<file path="config.mk">
export PLATFORM = sky130hd
export DESIGN_NAME = count_timer_ctrl
export DESIGN_NICKNAME = d
export VERILOG_FILES = /design/src/rtl/count_ctrl_pkg.sv /design/src/rtl/count_core.sv /design/src/rtl/count_timer_ctrl.sv
export SDC_FILE = /design/constraint.sdc
export NUM_CORES = 1
export LEC_CHECK = 0
export CAP_MARGIN = 20
export CORE_ASPECT_RATIO = 0.9
export CORE_MARGIN = 2
export CORE_UTILIZATION = 48
export CTS_BUF_LIST = sky130_fd_sc_hd__clkbuf_4 sky130_fd_sc_hd__clkbuf_8
export DETAILED_ROUTE_END_ITERATION = 8
export PLACE_DENSITY_LB_ADDON = 0.3
export SLEW_MARGIN = 15
export SYNTH_ARGS = -nofsm -noshare
export SYNTH_HDL_FRONTEND = slang
export SYNTH_SLANG_ARGS = --single-unit
</file>
<file path="constraint.sdc">
create_clock -name clk -period 1.9 [get_ports clk]
set_input_delay 0.38 -clock clk [delete_from_list [all_inputs] [get_ports clk]]
set_output_delay 0.38 -clock clk [all_outputs]
set_load 0.005 [all_outputs]
</file>
<file path="src/rtl/count_ctrl_pkg.sv">
// Shared types and constants for the count timer controller and its counter core.
package count_ctrl_pkg;

    localparam int WIDTH_DEF = 4;

    localparam logic MODE_ONESHOT  = 1'b0;
    localparam logic MODE_PERIODIC = 1'b1;

    typedef enum logic [1:0] {
        IDLE  = 2'd0,
        RUN   = 2'd1,
        PAUSE = 2'd2
    } state_t;

endpackage

</file>
<file path="src/rtl/count_core.sv">
// WIDTH-bit up-counter that wraps to zero after reaching the terminal value.
module count_core #(
    parameter int WIDTH = 4
) (
    input  logic             clk,
    input  logic             reset,
    input  logic             clear,
    input  logic             enable,
    input  logic [WIDTH-1:0] term,
    output logic [WIDTH-1:0] cnt,
    output logic             at_term
);

    assign at_term = (cnt == term);

    // Count up while enabled, folding back to zero on the terminal value.
    always_ff @(posedge clk) begin
        if (reset || clear) begin
            cnt <= '0;
        end else if (enable) begin
            cnt <= at_term ? '0 : cnt + WIDTH'(1);
        end
    end

endmodule

</file>
<file path="src/rtl/count_timer_ctrl.sv">
// Programmable timer controller: sequences count_core through 0..period-1,
// with one-shot / periodic modes, pause, abort, and completion reporting.
module count_timer_ctrl
    import count_ctrl_pkg::*;
#(
    parameter int WIDTH = WIDTH_DEF
) (
    input  logic             clk,
    input  logic             reset,
    input  logic             start,
    input  logic             stop,
    input  logic             pause,
    input  logic             mode,
    input  logic [WIDTH-1:0] period,
    output logic [WIDTH-1:0] cnt,
    output logic             busy,
    output logic             done,
    output logic             err,
    output logic [WIDTH-1:0] wraps
);

    state_t           state, state_n;
    logic [WIDTH-1:0] period_q;
    logic             mode_q;
    logic [WIDTH-1:0] term;
    logic             at_term;
    logic             stop_hit, start_ok, start_bad;
    logic             cnt_en, term_evt, core_clr;

    // Terminal count is one below the latched period; unused while idle.
    assign term = period_q - WIDTH'(1);
    assign busy = (state != IDLE);

    count_core #(.WIDTH(WIDTH)) u_core (
        .clk     (clk),
        .reset   (reset),
        .clear   (core_clr),
        .enable  (cnt_en),
        .term    (term),
        .cnt     (cnt),
        .at_term (at_term)
    );

    // State register.
    always_ff @(posedge clk) begin
        if (reset) state <= IDLE;
        else       state <= state_n;
    end

    // Command decode and next state; stop outranks start, pause outranks counting.
    always_comb begin
        stop_hit  = stop && (state != IDLE);
        start_ok  = (state == IDLE) && start && !stop && (period != '0);
        start_bad = (state == IDLE) && start && !stop && (period == '0);
        cnt_en    = (state != IDLE) && !stop && !pause;
        term_evt  = cnt_en && at_term;
        core_clr  = stop_hit || start_ok;
        state_n   = state;
        if (stop_hit) begin
            state_n = IDLE;
        end else begin
            unique case (state)
                IDLE:       if (start_ok) state_n = RUN;
                RUN, PAUSE: begin
                    if (pause)                                 state_n = PAUSE;
                    else if (at_term && mode_q == MODE_ONESHOT) state_n = IDLE;
                    else                                       state_n = RUN;
                end
                default:    state_n = IDLE;
            endcase
        end
    end

    // Latch the run configuration at an accepted start.
    always_ff @(posedge clk) begin
        if (reset) begin
            period_q <= '0;
            mode_q   <= MODE_ONESHOT;
        end else if (start_ok) begin
            period_q <= period;
            mode_q   <= mode;
        end
    end

    // Completion / rejection pulses and the saturating completed-period count.
    always_ff @(posedge clk) begin
        if (reset) begin
            done  <= 1'b0;
            err   <= 1'b0;
            wraps <= '0;
        end else begin
            done <= term_evt;
            err  <= start_bad;
            if (start_ok)                      wraps <= '0;
            else if (term_evt && wraps != '1) wraps <= wraps + WIDTH'(1);
        end
    end

endmodule

</file>
==> qor.csv <==
stage,metric,value,unit
run_status,status,"complete, no violations",
drt,first_iter_violations,15,
worst_hold_path,worstHoldStart,wraps[3],
timing,rsz0062_at_grt,no,
cells_and_area,post-route-util,0.718,
worst_hold_path,min_path_cells,2,
cells_and_area,syn_to_final_growth,40.3,%
timing,worst_slew_pin_slew,804,ps
drt,vias,939,
pwr,power.leakage,0.520,nW
synth,synthCells,104,
setup_path,cpMaxStageDelayCell,clkdlybuf4s50_1,
pwr,p_switching,229,uW
global_routing,grt_pass1_wl,3.61,mm
pwr,max-vdd-ir-drop,0.000457,V
place,dpl-instance-area,0.00132,mm2
setup_path,r2r_start,period_q[1],
global_routing,grt_max_degree,11,
global_routing,overflow,0,
floorplanning,core_region_area,0.00193,mm2
pwr,comb_power_share,0.275,
timing,whs,498,ps
drt,drc,0,
place,dp_hpwl,1.74,mm
synth,synth_seq_cells,17,
setup_path,crit_required,1520,ps
drt,post_drt_wl_per_cell,12.9,um
setup_path,start_kind,flop,
setup_path,worstReg2RegEnd,wraps[2],
clock_network,numCtsBuffers,3,
global_routing,grt_pass1_vias,892,
clock_network,root_buffer,clkbuf_4,
synth,synthTopCellsByArea,"dfxtp_1 34%, ha_1 6.3%, nor3_1 4.0%, a22o_2 3.0%, mux2i_1 3.0%",
clock_network,insertion_delay,290,ps
floorplanning,num_rows,15,
synth,syn-num-nets,119,
synth,syn_avg_cell_area,9.52,um2
cells_and_area,fill_cells,150,
setup_path,reg2reg_depth,6,
clock_network,clock-sinks,17,
clock_network,cts_tree,done,
pwr,p_seq_frac,0.480,
floorplanning,dieArea,0.00244,mm2
global_routing,grtUsageTotal,0.198,
cells_and_area,antenna_cells,0,
synth,synth_top_area_share,0.344,
pwr,p_clk_frac,0.245,
cells_and_area,design_area,0.00139,mm2
clock_network,h-tree-depth,1,
cells_and_area,nNetsFinal,162,
drt,dr.pass1.iters,4,
synth,synth_top_area_cell,dfxtp_1,
setup_path,critical_path.cell_chain,inv_1 -> ha_2 -> inv_2 -> clkdlybuf4s50_1,
place,io_buffers,20,
cells_and_area,stdcell_count,171,
pwr,total_power,787,uW
timing,fin_worst_skew,8.35,ps
drt,vias_per_cell,5.49,
global_routing,antenna_found_initial,0,
drt,ant_nets,0,
pwr,internal_power,558,uW
synth,netlist_area,990,um2
floorplanning,initial_core_util,0.512,
floorplanning,dieWidth,51.9,um
synth,ys_seq_area_frac,0.344,
place,placedCellCount,163,
timing,slew_violations,0,
worst_hold_path,hold_class,reg2reg,
clock_network,clockBufferDepth,2,
clock_network,cts_hold_buf,0,
timing,final_hold_viol_count,0,
timing,setup_violations,0,
setup_path,worstSetupPathType,reg2out,
setup_path,ff2ff_setup_slack,100,ps
synth,synth.distinct_cells,37,
clock_network,cts.clk_slew.worst_paths,90,ps
place,routabilityCongestion,0.840,
timing,fin_crit_sh,0.973,
timing,min_period,1850,ps
run,maxCapViolCount,0,
drt,routed_wl,2.20,mm
setup_path,cpPeakStageDelay,490,ps
timing,slew_headroom,0.460,
timing,fmax,541,MHz
worst_hold_path,hold_end,wraps[3],
setup_path,cp.arrival,1470,ps
cells_and_area,drive_gt1_frac,0.295,
floorplanning,io_pins,21,
pwr,switching_share,0.291,
setup_path,critPathMaxFanout,5,
floorplanning,die_h,47.1,um
synth,yosysWarnings,0,
pwr,p_per_area,567,mW/mm2
setup_path,cp-end-kind,primary output,
[placed cells by master (no fill, tap or decap), types with 4 or more instances in the layout]
| cell | count |
|---|---|
| ha_1 | 4 |
| nand2b_1 | 4 |
| buf_4 | 20 |
| clkdlybuf4s50_1 | 20 |
| nand2_1 | 6 |
| dfxtp_1 | 15 |
| inv_1 | 6 |
| nor3_1 | 8 |
| a21oi_1 | 5 |
| nand3_1 | 6 |
[how the worst max path moves through the flow]
stage              start            end  slack (ps)  depth (start not counted)
3_3_place_gp   period[3]  u_core.cnt[3]        -100                          5
4_1_cts         state[0]           busy          30                          4
5_1_grt         state[0]           busy           2                          4
6_report        state[0]           busy          50                          4
2_1_floorplan   state[0]       wraps[0]         130                          7
3_5_place_dp   period[3]  u_core.cnt[3]        -140                          5
[power groups by stage]
stage / Sequential [mW] / Combinational [mW] / Clock (mW)
floorplan: 0.384 / 0.123 / 0
CTS: 0.377 / 0.213 / 0.203
detailed placement: 0.385 / 0.203 / 0
global route: 0.379 / 0.235 / 0.207
finish: 0.378 / 0.216 / 0.193
global placement: 0.385 / 0.197 / 0
[cell type report]
| type | instances | area [um2] | share of cell area |
|---|---|---|---|
| multi-input combinational | 78 | 611 | 0.440 |
| timing repair buffer | 40 | 350 | 0.252 |
| sequential | 17 | 343 | 0.247 |
| tap | 25 | 31.3 | 0.0225 |
| inverter | 7 | 26.3 | 0.0189 |
| clock buffer | 3 | 22.5 | 0.0162 |
| clock inverter | 1 | 5.00 | 0.00360 |
[cell usage after synthesis (all sizes together)]
library cell  number
dfxtp             17
nor3              10
inv                7
nand3              7
nand2              6
a21oi              5
ha                 5
a22o               4
nand2b             4
nor4               4
o21ai              4
mux2i              3
o211ai             3
or4                3
a21boi             2
buf                2
nor2               2
o31ai              2
or3                2
xnor2              2
xor2               2
a31o               1
a31oi              1
and2b              1
and3               1
nand3b             1
o311a              1
or2                1
xnor3              1
[metrics by stage]
stage	setup slack, ps	TNS, ps
final	51.1	0
after CTS	25.9	0
after floorplan	129	0
after global placement	-95.0	-551
after detailed placement	-138	-999
after global routing	1.55	0
[cell families after synthesis]
group                    Yosys count  share of synthesized area
XOR/XNOR                           5                     0.0582
AO/OA/AOI/OAI                     23                      0.182
adder cells (fa/ha/maj)            5                     0.0632
buffers and inverters              9                     0.0493
flip-flops                        17                      0.344
AND/OR/NAND/NOR                   42                      0.273
multiplexers                       3                     0.0303
[registers in the layout, indices dropped and copies added, names as in the netlist]
| signal | cells |
|---|---|
| u_core.cnt | 4 |
| state | 2 |
| mode_q | 1 |
| done | 1 |
| wraps | 4 |
| period_q | 4 |
| err | 1 |
[worst max-delay path: cells and delay by family, from the launching register on]
kind,cells,cell delay [ps]
buf+inv,3,620
flops,1,340
fa+ha+maj,1,220
[timing repair]
| item | CTS | global route |
|---|---|---|
| pin swaps | 0 | 1 |
| setup endpoints to repair | 1 | 3 |
| setup buffers | 1 | 3 |
| gates resized for setup | 2 | 3 |
[per-layer routing]
metal / routed length, um / vias up / GRT usage
met5: 0 / - / 0
met1: 958 / 438 / 0.227
li1: - / 473 / -
met3: 79 / 4 / 0.0382
met4: 29 / 0 / 0.0632
met2: 1130 / 24 / 0.377
No activity file was read; power rests on OpenSTA's default activity.
